[src/rtl/lsu_mem_arbiter.sv]
// Round-robin arbiter sharing one data-memory channel among per-thread LSU ports.
// Optional watchdog on memory wait states enabled by defining MEM_TIMEOUT_EN.
module lsu_mem_arbiter #(
  parameter int unsigned NUM_THREADS    = 4,
  parameter int unsigned ADDR_BITS      = 8,
  parameter int unsigned DATA_BITS      = 8,
  parameter int unsigned TIMEOUT_CYCLES = 64
) (
  input  logic                                  clk,
  input  logic                                  reset,
  input  logic [NUM_THREADS-1:0]                lsu_read_valid,
  input  logic [NUM_THREADS-1:0]                lsu_write_valid,
  input  logic [NUM_THREADS-1:0][ADDR_BITS-1:0] lsu_read_addr,
  input  logic [NUM_THREADS-1:0][ADDR_BITS-1:0] lsu_write_addr,
  input  logic [NUM_THREADS-1:0][DATA_BITS-1:0] lsu_write_data,
  output logic [NUM_THREADS-1:0]                lsu_ready,
  output logic [NUM_THREADS-1:0][DATA_BITS-1:0] lsu_read_data,
  output logic                                  mem_read_valid,
  output logic [ADDR_BITS-1:0]                  mem_read_addr,
  input  logic                                  mem_read_ready,
  input  logic [DATA_BITS-1:0]                  mem_read_data,
  output logic                                  mem_write_valid,
  output logic [ADDR_BITS-1:0]                  mem_write_addr,
  output logic [DATA_BITS-1:0]                  mem_write_data,
  input  logic                                  mem_write_ready,
  output logic                                  arb_error
);

  localparam int unsigned IDX_W = (NUM_THREADS > 1) ? $clog2(NUM_THREADS) : 1;

  if (NUM_THREADS < 2 || TIMEOUT_CYCLES < 1) begin : g_cfg_check
    $error("lsu_mem_arbiter: NUM_THREADS must be >= 2 and TIMEOUT_CYCLES >= 1");
  end

  typedef enum logic [1:0] {
    ST_IDLE       = 2'd0,
    ST_READ_WAIT  = 2'd1,
    ST_WRITE_WAIT = 2'd2,
    ST_RELEASE    = 2'd3
  } state_e;

  state_e                                state_q, state_d;
  logic [IDX_W-1:0]                      g_q, g_d;
  logic [IDX_W-1:0]                      rr_ptr_q, rr_ptr_d;
  logic [NUM_THREADS-1:0]                lsu_ready_q, lsu_ready_d;
  logic [NUM_THREADS-1:0][DATA_BITS-1:0] rdata_q, rdata_d;
  logic                                  mem_rvalid_q, mem_rvalid_d;
  logic                                  mem_wvalid_q, mem_wvalid_d;
  logic [ADDR_BITS-1:0]                  mem_raddr_q, mem_raddr_d;
  logic [ADDR_BITS-1:0]                  mem_waddr_q, mem_waddr_d;
  logic [DATA_BITS-1:0]                  mem_wdata_q, mem_wdata_d;

  logic             pick_found_c;
  logic [IDX_W-1:0] pick_idx_c;
  logic             pick_is_read_c;
  logic             ready_match_c;
  logic             timeout_c;
  logic             mem_done_c;

  // First requester at or after rr_ptr, wrapping modulo NUM_THREADS
  always_comb begin
    int unsigned idx;
    pick_found_c = 1'b0;
    pick_idx_c   = '0;
    idx          = 0;
    for (int unsigned i = 0; i < NUM_THREADS; i++) begin
      idx = (32'(rr_ptr_q) + i) % NUM_THREADS;
      if (!pick_found_c && (lsu_read_valid[IDX_W'(idx)] || lsu_write_valid[IDX_W'(idx)])) begin
        pick_found_c = 1'b1;
        pick_idx_c   = IDX_W'(idx);
      end
    end
    pick_is_read_c = lsu_read_valid[pick_idx_c];
  end

  assign ready_match_c = ((state_q == ST_READ_WAIT)  && mem_read_ready) ||
                         ((state_q == ST_WRITE_WAIT) && mem_write_ready);
  assign mem_done_c    = ready_match_c || timeout_c;

`ifdef MEM_TIMEOUT_EN
  localparam int unsigned CNT_W = $clog2(TIMEOUT_CYCLES + 1);

  logic [CNT_W-1:0] wait_cnt_q, wait_cnt_d;
  logic             err_q, err_d;

  // Counts cycles spent in the current WAIT state; restarts on every entry
  always_comb begin
    timeout_c  = 1'b0;
    wait_cnt_d = '0;
    err_d      = err_q;
    if ((state_q == ST_READ_WAIT) || (state_q == ST_WRITE_WAIT)) begin
      timeout_c  = !ready_match_c && (wait_cnt_q == CNT_W'(TIMEOUT_CYCLES - 1));
      wait_cnt_d = wait_cnt_q + CNT_W'(1);
    end
    if (state_d != state_q) begin
      wait_cnt_d = '0;
    end
    if (timeout_c) begin
      err_d = 1'b1;
    end
  end

  always_ff @(posedge clk) begin
    if (reset) begin
      wait_cnt_q <= '0;
      err_q      <= 1'b0;
    end else begin
      wait_cnt_q <= wait_cnt_d;
      err_q      <= err_d;
    end
  end

  assign arb_error = err_q;
`else
  assign timeout_c = 1'b0;
  assign arb_error = 1'b0;
`endif

  // State register
  always_ff @(posedge clk) begin
    if (reset) begin
      state_q  <= ST_IDLE;
      g_q      <= '0;
      rr_ptr_q <= '0;
    end else begin
      state_q  <= state_d;
      g_q      <= g_d;
      rr_ptr_q <= rr_ptr_d;
    end
  end

  // Next-state logic
  always_comb begin
    state_d  = state_q;
    g_d      = g_q;
    rr_ptr_d = rr_ptr_q;
    case (state_q)
      ST_IDLE: begin
        if (pick_found_c) begin
          g_d     = pick_idx_c;
          state_d = pick_is_read_c ? ST_READ_WAIT : ST_WRITE_WAIT;
        end
      end
      ST_READ_WAIT, ST_WRITE_WAIT: begin
        if (mem_done_c) begin
          state_d = ST_RELEASE;
        end
      end
      ST_RELEASE: begin
        state_d  = ST_IDLE;
        rr_ptr_d = (32'(g_q) == NUM_THREADS - 1) ? '0 : g_q + IDX_W'(1);
      end
      default: state_d = ST_IDLE;
    endcase
  end

  // Output next-values, registered alongside the state
  always_comb begin
    lsu_ready_d  = '0;
    rdata_d      = rdata_q;
    mem_rvalid_d = (state_d == ST_READ_WAIT);
    mem_wvalid_d = (state_d == ST_WRITE_WAIT);
    mem_raddr_d  = mem_raddr_q;
    mem_waddr_d  = mem_waddr_q;
    mem_wdata_d  = mem_wdata_q;
    if (state_d == ST_RELEASE) begin
      lsu_ready_d[g_d] = 1'b1;
    end
    if ((state_q == ST_IDLE) && pick_found_c) begin
      if (pick_is_read_c) begin
        mem_raddr_d = lsu_read_addr[pick_idx_c];
      end else begin
        mem_waddr_d = lsu_write_addr[pick_idx_c];
        mem_wdata_d = lsu_write_data[pick_idx_c];
      end
    end
    // A real response takes priority over a coincident timeout
    if (state_q == ST_READ_WAIT) begin
      if (mem_read_ready) begin
        rdata_d[g_q] = mem_read_data;
      end else if (timeout_c) begin
        rdata_d[g_q] = '1;
      end
    end
  end

  always_ff @(posedge clk) begin
    if (reset) begin
      lsu_ready_q  <= '0;
      rdata_q      <= '0;
      mem_rvalid_q <= 1'b0;
      mem_wvalid_q <= 1'b0;
      mem_raddr_q  <= '0;
      mem_waddr_q  <= '0;
      mem_wdata_q  <= '0;
    end else begin
      lsu_ready_q  <= lsu_ready_d;
      rdata_q      <= rdata_d;
      mem_rvalid_q <= mem_rvalid_d;
      mem_wvalid_q <= mem_wvalid_d;
      mem_raddr_q  <= mem_raddr_d;
      mem_waddr_q  <= mem_waddr_d;
      mem_wdata_q  <= mem_wdata_d;
    end
  end

  assign lsu_ready       = lsu_ready_q;
  assign lsu_read_data   = rdata_q;
  assign mem_read_valid  = mem_rvalid_q;
  assign mem_read_addr   = mem_raddr_q;
  assign mem_write_valid = mem_wvalid_q;
  assign mem_write_addr  = mem_waddr_q;
  assign mem_write_data  = mem_wdata_q;

endmodule

[config.mk]
export PLATFORM = sky130hd
export DESIGN_NAME = lsu_mem_arbiter
export DESIGN_NICKNAME = d
export VERILOG_FILES = /design/src/rtl/lsu_mem_arbiter.sv
export SDC_FILE = /design/constraint.sdc
export NUM_CORES = 1
export LEC_CHECK = 0
export ABC_AREA = 1
export BUFFER_PORTS_ARGS = -buffer_cell sky130_fd_sc_hd__clkbuf_2
export CAP_MARGIN = 10
export CORE_MARGIN = 3
export CORE_UTILIZATION = 25
export CTS_CLUSTER_SIZE = 20
export DETAILED_ROUTE_END_ITERATION = 16
export SLEW_MARGIN = 15
export SYNTH_ARGS = -nofsm -noshare
export SYNTH_HDL_FRONTEND = slang
export SYNTH_SLANG_ARGS = --single-unit
[constraint.sdc]
create_clock -name clk -period 3.1 [get_ports clk]
set_input_delay 0.62 -clock clk [delete_from_list [all_inputs] [get_ports clk]]
set_output_delay 0.62 -clock clk [all_outputs]
set_load 0.01 [all_outputs]
==> impl_metrics.env, run 1 <==
export IMPL_fin_util_pct=34.91
export IMPL_drtAntennaViolNets=0
export IMPL_root_buffer="clkbuf_16"
export IMPL_nNetsFinal=841
export IMPL_htree_levels=3
export IMPL_ios=179
export IMPL_p_per_area_mw_per_mm2=865.5
export IMPL_worst_pin_slew_ns=0.7087
export IMPL_finalSetupTns_ns=0
export IMPL_crit_path_max_fanout=26
export IMPL_cts_setup_buffers=0
export IMPL_cts_tree="built"
export IMPL_rr_worst_depth=15
export IMPL_maxSlewHeadroom_pct=52.70
export IMPL_dr_pass1_iters=4
export IMPL_syn_to_final_growth_pct=35.25
export IMPL_clock_path_buffers=2
export IMPL_grt_antenna_before_repair=0
export IMPL_via_count=4211
export IMPL_wl_met2_mm=6.041
export IMPL_final_cells=905
export IMPL_die_h_um=129.0
export IMPL_pre_cts_slack_ns=0.3890
export IMPL_synth_cells=554
export IMPL_p_leak_nw=2.406
export IMPL_max_cap_violations=0
export IMPL_syn_nets=679
export IMPL_wl_met3_um=864
export IMPL_crit_type="flip-flop to flip-flop"
export IMPL_crit_end="mem_write_addr[3]"
export IMPL_rsz0062_at_grt="no"
export IMPL_most_common_layout_cells="clkbuf_2 (177), nor2_1 (103), nand2_1 (98)"
export IMPL_top_layer="met4"
export IMPL_gp_congestion=0.7861
export IMPL_min_path_type="flip-flop to flip-flop"
export IMPL_timing_final_crit_share_pct=87.39
export IMPL_r2r_start="rr_ptr_q[1]"
export IMPL_path_cells="clkinv_2 > nand2_1 > nand2_1 > nand3_1 > nand2_4 > inv_2 > nand3_1 > nand3_1 > nand2_1 > nand2_4 > buf_4 > nand3_4 > a21oi_4 > o21ai_0 > nor2_1"
export IMPL_finalClockSkew_ns=0.004436
export IMPL_grt_pass1_wl_mm=19.35
export IMPL_wl_per_cell_um=13.52
export IMPL_drt_iter0_markers=292
export IMPL_worst_slack_ns=0.3909
export IMPL_die_area_sq_mm=0.01663
export IMPL_clk_pin_slew_ns=0.06
export IMPL_hold_violations=0
export IMPL_status="complete, no violations"
export IMPL_cp_required_ns=3.36
export IMPL_place_inst=889
export IMPL_cts_hold_buf=0
export IMPL_synth_area_sq_mm=0.003780
export IMPL_slew_violations=0
export IMPL_cts_resized=0
export IMPL_n_antenna_cell=0
export IMPL_drive_gt1_share_pct=31.48
export IMPL_grt_pass1_vias=4007
export IMPL_hp_start="lsu_read_data[0]"
export IMPL_synth_warnings=0
export IMPL_cp_startpoint="rr_ptr_q[1]"
export IMPL_start_util_pct=25.81
export IMPL_crit_slowest_cell="dfxtp_1"
export IMPL_cts_buffers=9
export IMPL_cp_end_kind="flip-flop"
export IMPL_worst_path_largest_cell_delay_ns=0.55
export IMPL_track_usage_pct=14.42
export IMPL_ir_drop_uv=339.4
export IMPL_setup_viol=0
export IMPL_synth_cell_types=33
export IMPL_min_period_ns=2.709
export IMPL_wl_met1_mm=5.195
export IMPL_synth_seq_cells=68
export IMPL_core_sq_mm=0.01464
export IMPL_fp_row_count=44
export IMPL_io_buffer_count=177
export IMPL_startpoint_type="flip-flop"
export IMPL_grt_max_degree=48
export IMPL_fmax_mhz=369.1
export IMPL_cts_sinks=68
export IMPL_worst_endpoint_arrival_ns=2.97
export IMPL_die_w_um=129.0
export IMPL_layout_commonest_cell="clkbuf_2"
export IMPL_drc=0
export IMPL_grt_overflow=0
export IMPL_fin_total_pwr_mw=4.425
export IMPL_reg2reg_to="mem_write_addr[3]"
export IMPL_clk_latency_ns=0.33
export IMPL_r2r_setup_slack_ns=0.39
export IMPL_place_hpwl_mm=9.371
export IMPL_routed_wl_mm=12.24
export IMPL_yosysSeqAreaShare_pct=36.01
export IMPL_via_per_inst=4.653
export IMPL_syn_avg_cell_area_sq_um=6.823
-- kinds of logic (layout without fill, tap and decap cells) --
| logic type | Yosys count | in the layout | synth area share, % |
|---|---|---|---|
| AOI/OAI and AO/OA | 141 | 141 | 20.09 |
| adders and majority gates | 9 | 9 | 2.979 |
| buffers and inverters | 59 | 226 | 7.580 |
| DFF | 68 | 68 | 36.01 |
| other | 1 | 1 | 0.09921 |
| and+or+nand+nor | 276 | 276 | 33.23 |
-- Yosys cell counts, drive strengths merged --
cell type	number	area share, %
a21oi	35	4.9
buf	18	3.4
clkbuf	15	1.5
clkinv	2	0.23
conb	1	0.099
dfxtp	68	36
ha	9	3.0
inv	24	2.4
nand2	105	12
nand3	55	8.7
nand4	5	1.2
nor2	106	11
nor3	5	0.79
o211a	1	0.26
o21ai	81	11
o22ai	24	4.0
-- power by group --
part	leakage, nW	switching, mW	internal, mW
Clock	0.166	0.386	0.791
Combinational	1.69	1.36	0.675
Sequential	0.555	0.123	1.09
-- stage by stage --
stage               area, sq um  hold WS (ns)
finish                     5112        0.4628
global route               5112        0.4772
CTS                        5112        0.4648
detailed placement         4763        0.4557
global placement           4763        0.4506
floorplan                  3780        0.4858
-- worst min path at each step --
stage,end,slack [ns],depth (start not counted)
6_report,lsu_read_data[0],0.46,2
5_1_grt,lsu_read_data[14],0.48,2
4_1_cts,lsu_read_data[23],0.46,2
3_5_place_dp,lsu_read_data[23],0.46,2
3_3_place_gp,lsu_read_data[0],0.45,2
2_1_floorplan,lsu_read_data[0],0.49,2
-- registers in the layout, summed over array words and instances (netlist names) --
| register | count |
|---|---|
| rr_ptr_q | 2 |
| state_q | 2 |
| g_q | 2 |
| mem_write_addr | 8 |
| mem_write_valid | 1 |
| lsu_ready | 4 |
| mem_read_addr | 8 |
| mem_read_valid | 1 |
| mem_write_data | 8 |
| lsu_read_data | 32 |
-- cell type report --
cell class | instances | area [sq um]
Clock inverter | 7 | 123.9
Fill cell | 1633 | 9532
Multi-Input combinational cell | 427 | 2132
Inverter | 26 | 101.3
Clock buffer | 9 | 225.2
Sequential cell | 68 | 1361
Tap cell | 184 | 230.2
Timing Repair Buffer | 184 | 938.4
-- critical path, delay by kind of cell (launching register included) --
family / cells / cell delay (ns)
and+or+nand+nor: 10 / 0.97
buffers and inverters: 3 / 0.59
DFF: 1 / 0.55
AOI/OAI and AO/OA: 2 / 0.52
-- routing by layer --
metal,up-vias,track usage (%)
li1,2187,-
met1,1873,17.56
met2,138,24.88
met3,13,4.276
met4,0,3.706
met5,-,0
No activity file was read; power rests on OpenSTA's default activity.
==> inputs of run 2 (changes only) <==
--- a/config.mk
+++ b/config.mk
@@ -5,13 +5,13 @@
 export SDC_FILE = /design/constraint.sdc
 export NUM_CORES = 1
 export LEC_CHECK = 0
-export ABC_AREA = 1
 export BUFFER_PORTS_ARGS = -buffer_cell sky130_fd_sc_hd__clkbuf_2
 export CAP_MARGIN = 10
 export CORE_MARGIN = 3
 export CORE_UTILIZATION = 25
 export CTS_CLUSTER_SIZE = 20
 export DETAILED_ROUTE_END_ITERATION = 16
+export RECOVER_POWER = 100
 export SLEW_MARGIN = 15
 export SYNTH_ARGS = -nofsm -noshare
 export SYNTH_HDL_FRONTEND = slang
==> constraint.sdc (replaced) <==
create_clock -name clk -period 3.1 [get_ports clk]
set_input_delay 0.93 -clock clk [delete_from_list [all_inputs] [get_ports clk]]
set_output_delay 0.93 -clock clk [all_outputs]
set_load 0.01 [all_outputs]
==> run 2 against run 1 <==
The flow now finishes with violations (capacitance limit, slew limit). Area after synthesis up 0.40%. Final area up 0.49%. Cell count down 14%. First-iteration DRC count down 27%. Wire length up 11%. Register-to-register slack better by 0.18 ns. Clock skew up 0.0023 ns. Sequential cell count unchanged. Non-clock buffer count up 7. Synthesized cell count down 25%. Critical endpoint is now mem_write_addr[1].
==> impl_metrics.env, run 2 <==
export IMPL_status="finished with violations"
export IMPL_violations="capacitance limit, slew limit"
export IMPL_clock_path_buffers=2
export IMPL_routed_wl_mm=13.55
export IMPL_clk_latency_ns=0.33
export IMPL_path_cells="clkbuf_2 > or4_1 > o2111a_1 > nor3_4 > a221oi_4 > buf_12 > a32o_1"
export IMPL_wl_met1_mm=5.898
export IMPL_maxSlewHeadroom_pct=-28.75
export IMPL_synth_most_common_cell="dfxtp_1"
export IMPL_ys_async_sr_fraction_pct=0
export IMPL_die_w_um=129.2
export IMPL_yosysTopAreaCellShare_pct=35.87
export IMPL_timing_final_crit_share_pct=92.26
export IMPL_worst_endpoint_arrival_ns=3.07
export IMPL_crit_slowest_cell="or4_1"
export IMPL_io_buffer_count=177
export IMPL_cts_hold_buf=0
export IMPL_startpoint_type="input pin"
export IMPL_syn_to_final_growth_pct=35.38
export IMPL_cts_setup_buffers=0
export IMPL_drive_gt1_share_pct=27.75
export IMPL_via_count=4037
export IMPL_slew_violations=40
export IMPL_synth_cell_types=60
export IMPL_fmax_mhz=349.6
export IMPL_p_leak_nw=2.405
export IMPL_drtAntennaViolNets=0
export IMPL_via_per_inst=5.209
export IMPL_layout_commonest_cell="clkbuf_2"
export IMPL_netlist_top_cells_count="dfxtp_1 (68), nand3_1 (56), nor2_1 (44), mux2i_1 (36), o21ai_0 (26)"
export IMPL_dr_pass1_iters=5
export IMPL_die_h_um=129.2
export IMPL_finalClockSkew_ns=0.006688
export IMPL_drt_iter0_markers=214
export IMPL_setup_viol=0
export IMPL_place_inst=759
export IMPL_top_layer="met4"
export IMPL_die_area_sq_mm=0.01669
export IMPL_core_sq_mm=0.01470
export IMPL_synth_seq_cells=68
export IMPL_n_antenna_cell=0
export IMPL_gp_congestion=0.9019
export IMPL_wl_met3_um=639
export IMPL_place_hpwl_mm=10.30
export IMPL_hold_violations=0
export IMPL_cts_resized=0
export IMPL_min_period_ns=2.860
export IMPL_ir_drop_uv=229.5
export IMPL_crit_path_max_fanout=16
export IMPL_wl_met2_mm=6.768
export IMPL_dpl_instance_area_sq_mm=0.004928
export IMPL_track_usage_pct=15.74
export IMPL_cp_end_kind="flip-flop"
export IMPL_grt_overflow=0
export IMPL_htree_levels=3
export IMPL_rsz0062_at_grt="no"
export IMPL_cts_buffers=9
export IMPL_fill_cells=1487
export IMPL_grt_pass1_vias=3997
export IMPL_min_path_type="flip-flop to flip-flop"
export IMPL_start_util_pct=25.82
export IMPL_holdWs_ns=0.4698
export IMPL_drc=0
export IMPL_grt_max_degree=49
export IMPL_path_buf_inv=2
export IMPL_synth_warnings=0
export IMPL_cts_sinks=68
export IMPL_grt_pass1_wl_mm=21.00
export IMPL_max_cap_violations=1
export IMPL_clk_pin_slew_ns=0.06
export IMPL_root_buffer="clkbuf_16"
export IMPL_cts_tree="built"
export IMPL_finalSetupTns_ns=0
export IMPL_largest_reg_flops=32
export IMPL_worst_pin_slew_ns=1.931
export IMPL_syn_avg_cell_area_sq_um=9.122
export IMPL_synth_edf_count=0
export IMPL_most_common_layout_cells="clkbuf_2 (114), dfxtp_1 (68), clkbuf_1 (66)"
export IMPL_critical_path_top_delay_family="simple AND/OR/NAND/NOR gates"
export IMPL_synth_area_sq_mm=0.003795
export IMPL_fp_row_count=44
export IMPL_yosysSeqAreaShare_pct=35.87
export IMPL_nNetsFinal=711
export IMPL_synth_top_cells_by_area="dfxtp_1 (36%), mux2i_1 (9.5%), nand3_1 (7.4%)"
export IMPL_fin_util_pct=34.95
export IMPL_p_per_area_mw_per_mm2=603.7
export IMPL_crit_type="input pin to flip-flop"
export IMPL_final_cells=775
export IMPL_wl_per_cell_um=17.48
export IMPL_syn_nets=541
export IMPL_grt_antenna_before_repair=0
export IMPL_ios=179
export IMPL_synth_ff_type="dfxtp_1"
export IMPL_synth_area_leader_cell="dfxtp_1"
export IMPL_cp_required_ns=3.31
export IMPL_worst_path_largest_cell_delay_ns=0.69
export IMPL_final_cell_area_sq_mm=0.005137
export IMPL_synth_cells=416
run 2: changes by cell type in the layout (fill, tap and decap cells not counted), moves of 16 or more:
cell and delta:
a211o_1 +24, a21oi_1 -27, a32o_1 +20, and3_1 +24, clkbuf_1 +66, clkbuf_2 -63, mux2i_1 +36, nand2_1 -96
nor2_1 -59, o21ai_0 -36, o21ai_1 -16, o22ai_1 -22
run 2: final cells by class:
type | instances | area, sq um | share of cell area, %
multi-input combinational | 309 | 2273 | 44.25
sequential | 68 | 1361 | 26.50
timing repair buffer | 191 | 938.4 | 18.27
tap | 184 | 230.2 | 4.481
clock buffer | 9 | 225.2 | 4.384
clock inverter | 7 | 82.58 | 1.607
inverter | 7 | 26.28 | 0.5114
run 2: metal layers:
layer	vias to the layer above	GRT usage, %
li1	1933	-
met1	1957	20.47
met2	130	26.25
met3	17	3.050
met4	0	5.188
met5	-	0
run 2: kinds of logic (layout without fill, tap and decap cells):
family / count (synthesis) / in the layout / synth area share (%)
AND/OR/NAND/NOR: 143 / 143 / 19.62
adder cells (fa/ha/maj): 9 / 9 / 2.967
buffers and inverters: 39 / 214 / 4.616
multiplexers: 36 / 36 / 9.496
AO/OA/AOI/OAI: 120 / 120 / 27.33
other: 1 / 1 / 0.09882
flip-flops: 68 / 68 / 35.87
run 2: where the power goes:
| part | switching, mW | leakage, nW | internal [mW] |
|---|---|---|---|
| registers | 0.0785 | 0.552 | 0.991 |
| logic | 0.558 | 1.71 | 0.422 |
| clock network | 0.416 | 0.145 | 0.637 |
| total | 1.05 | 2.40 | 2.05 |
run 2: worst paths after layout:
check / from / endpoint / slack [ns] / depth (start not counted)
min reg2reg: mem_write_data[2] / mem_write_data[2] / 0.47 / 1
min: mem_write_data[2] / mem_write_data[2] / 0.47 / 1
max: lsu_read_valid[1] / mem_write_addr[1] / 0.24 / 7
max reg2reg: rr_ptr_q[1] / mem_write_data[1] / 0.57 / 5
run 2: through the flow:
stage / total power [mW] / setup slack (ns)
CTS: 3.164 / 0.4101
detailed placement: 2.091 / 0.05879
global route: 3.281 / 0.1539
global placement: 2.068 / 0.08686
finish: 3.101 / 0.2398
floorplan: 1.717 / 0.4920
==> inputs of run 3 (changes only) <==
--- a/config.mk
+++ b/config.mk
@@ -5,6 +5,7 @@
 export SDC_FILE = /design/constraint.sdc
 export NUM_CORES = 1
 export LEC_CHECK = 0
+export ABC_AREA = 1
 export BUFFER_PORTS_ARGS = -buffer_cell sky130_fd_sc_hd__clkbuf_2
 export CAP_MARGIN = 10
 export CORE_MARGIN = 3
==> constraint.sdc (replaced) <==
create_clock -name clk -period 3.5 [get_ports clk]
set_input_delay 1.05 -clock clk [delete_from_list [all_inputs] [get_ports clk]]
set_output_delay 1.05 -clock clk [all_outputs]
set_load 0.01 [all_outputs]
==> run 3 against run 2 <==
The flow still finishes with violations (capacitance limit, slew limit). Sequential power about the same. Worst setup slack better by 0.32 ns. Combinational power rose by 75%. Clock power hardly changed. Count of clock-buffer cells in the layout up 1. Critical path depth grew 7. Largest cell class unchanged.
==> impl_metrics.env, run 3 (same netlist as run 1, synthesis figures left out) <==
export IMPL_clock_path_buffers=2
export IMPL_holdWs_ns=0.4639
export IMPL_fmax_mhz=340.5
export IMPL_ios=179
export IMPL_setup_viol=0
export IMPL_fp_row_count=44
export IMPL_drc=0
export IMPL_cts_tree="built"
export IMPL_min_path_type="flip-flop to flip-flop"
export IMPL_via_count=4229
export IMPL_p_per_area_mw_per_mm2=770.6
export IMPL_gp_congestion=0.7649
export IMPL_finalSetupTns_ns=0
export IMPL_rr_worst_depth=14
export IMPL_worst_slack_ns=0.5633
export IMPL_core_sq_mm=0.01464
export IMPL_final_cells=902
export IMPL_final_cell_area_sq_mm=0.004981
export IMPL_drtAntennaViolNets=0
export IMPL_grt_pass1_vias=4019
export IMPL_root_buffer="clkbuf_16"
export IMPL_syn_to_final_growth_pct=31.78
export IMPL_pre_cts_slack_ns=0.4064
export IMPL_n_antenna_cell=0
export IMPL_start_util_pct=25.81
export IMPL_cts_buffers=9
export IMPL_crit_type="flip-flop to flip-flop"
export IMPL_most_common_layout_cells="clkbuf_2 (114), nor2_1 (103), nand2_1 (99)"
export IMPL_track_usage_pct=14.65
export IMPL_drt_iter0_markers=206
export IMPL_grt_pass1_wl_mm=19.76
export IMPL_violations="capacitance limit, slew limit"
export IMPL_hold_violations=0
export IMPL_worst_endpoint_arrival_ns=3.19
export IMPL_grt_overflow=0
export IMPL_crit_path_max_fanout=26
export IMPL_grt_antenna_before_repair=0
export IMPL_reg2reg_to="lsu_ready[2]"
export IMPL_clk_pin_slew_ns=0.06
export IMPL_fill_cells=1672
export IMPL_cts_setup_buffers=0
export IMPL_routed_wl_mm=12.30
export IMPL_fin_util_pct=34.01
export IMPL_wl_per_cell_um=13.64
export IMPL_timing_final_crit_share_pct=83.91
export IMPL_r2r_start="rr_ptr_q[0]"
export IMPL_cts_hold_buf=0
export IMPL_grt_max_degree=49
export IMPL_via_per_inst=4.688
export IMPL_clk_latency_ns=0.34
export IMPL_die_area_sq_mm=0.01663
export IMPL_dpl_instance_area_sq_mm=0.004741
export IMPL_cp_required_ns=3.75
export IMPL_dr_pass1_iters=4
export IMPL_cp_startpoint="rr_ptr_q[0]"
export IMPL_slew_violations=38
export IMPL_status="finished with violations"
export IMPL_min_period_ns=2.937
export IMPL_startpoint_type="flip-flop"
export IMPL_nNetsFinal=838
export IMPL_worst_pin_slew_ns=1.661
export IMPL_cts_sinks=68
export IMPL_seq_area_sq_mm=0.001361
export IMPL_maxSlewHeadroom_pct=-10.73
export IMPL_multi_input_area_sq_mm=0.002115
export IMPL_rsz0062_at_grt="no"
export IMPL_cp_end_kind="flip-flop"
export IMPL_die_w_um=129.0
export IMPL_crit_end="lsu_ready[2]"
export IMPL_max_cap_violations=1
export IMPL_finalClockSkew_ns=0.005432
export IMPL_ir_drop_uv=257.8
export IMPL_layout_commonest_cell="clkbuf_2"
export IMPL_htree_levels=3
export IMPL_place_inst=886
export IMPL_r2r_setup_slack_ns=0.56
export IMPL_p_leak_nw=2.165
export IMPL_die_h_um=129.0
export IMPL_fin_total_pwr_mw=3.838
export IMPL_drive_gt1_share_pct=21.59
export IMPL_cts_resized=0
export IMPL_io_buffer_count=177
export IMPL_place_hpwl_mm=9.238
export IMPL_largest_reg_flops=32
-- run 3: cell count changes in the layout (fill, tap and decap cells not counted), sizes merged, moves of 4 or more --
cell   previous run  this run
buf              11         3
o21ai            27        81
mux2i            36         0
and3             24         0
or2               4         0
nand4             1         5
a21oi             7        35
a211o            24         0
nor2             44       106
nand2             3       105
o22ai             3        24
a32o             24         0
inv              11        25
-- run 3: cell type report --
| type | count | area share, % |
|---|---|---|
| Clock buffer | 10 | 4.597 |
| Clock inverter | 6 | 2.236 |
| Inverter | 26 | 2.035 |
| Multi-Input combinational cell | 427 | 42.45 |
| Sequential cell | 68 | 27.33 |
| Tap cell | 184 | 4.622 |
| Timing Repair Buffer | 181 | 16.73 |
-- run 3: per-layer routing --
| metal | share of wire (%) | global-route usage (%) | routed length (um) |
|---|---|---|---|
| met1 | 42 | 18.25 | 5219 |
| met3 | 7.3 | 3.944 | 904 |
| met5 | 0 | 0 | 0 |
| met2 | 49 | 24.51 | 5982 |
| met4 | 1.6 | 4.880 | 194 |
-- run 3: worst min-delay path by stage --
| stage | start | depth (start not counted) | slack [ns] | to |
|---|---|---|---|---|
| floorplan | lsu_read_data[0] | 2 | 0.49 | lsu_read_data[0] |
| CTS | lsu_read_data[11] | 2 | 0.47 | lsu_read_data[11] |
| global placement | lsu_read_data[2] | 2 | 0.45 | lsu_read_data[2] |
| detailed placement | lsu_read_data[14] | 2 | 0.46 | lsu_read_data[14] |
| global route | lsu_read_data[14] | 2 | 0.48 | lsu_read_data[14] |
| finish | lsu_read_data[20] | 2 | 0.46 | lsu_read_data[20] |
-- run 3: critical path, cell delays in order, from the launching register on --
cell     delay, ns
dfxtp_1       0.63
inv_1         0.35
o21ai_0       0.16
nand2_1       0.13
nand2_1       0.08
nand2_1       0.09
nor3_2        0.17
nand3_1       0.13
nand2_4       0.14
inv_4         0.12
nand3_4       0.12
nand2_1       0.15
nand3_1       0.13
nand3_1       0.22
nor3_1        0.22
-- run 3: power by group --
group	switching (mW)	total [mW]	internal, mW
Combinational	1.17	1.71	0.534
Sequential	0.109	1.08	0.970
Clock	0.355	1.05	0.697
Total	1.64	3.84	2.20
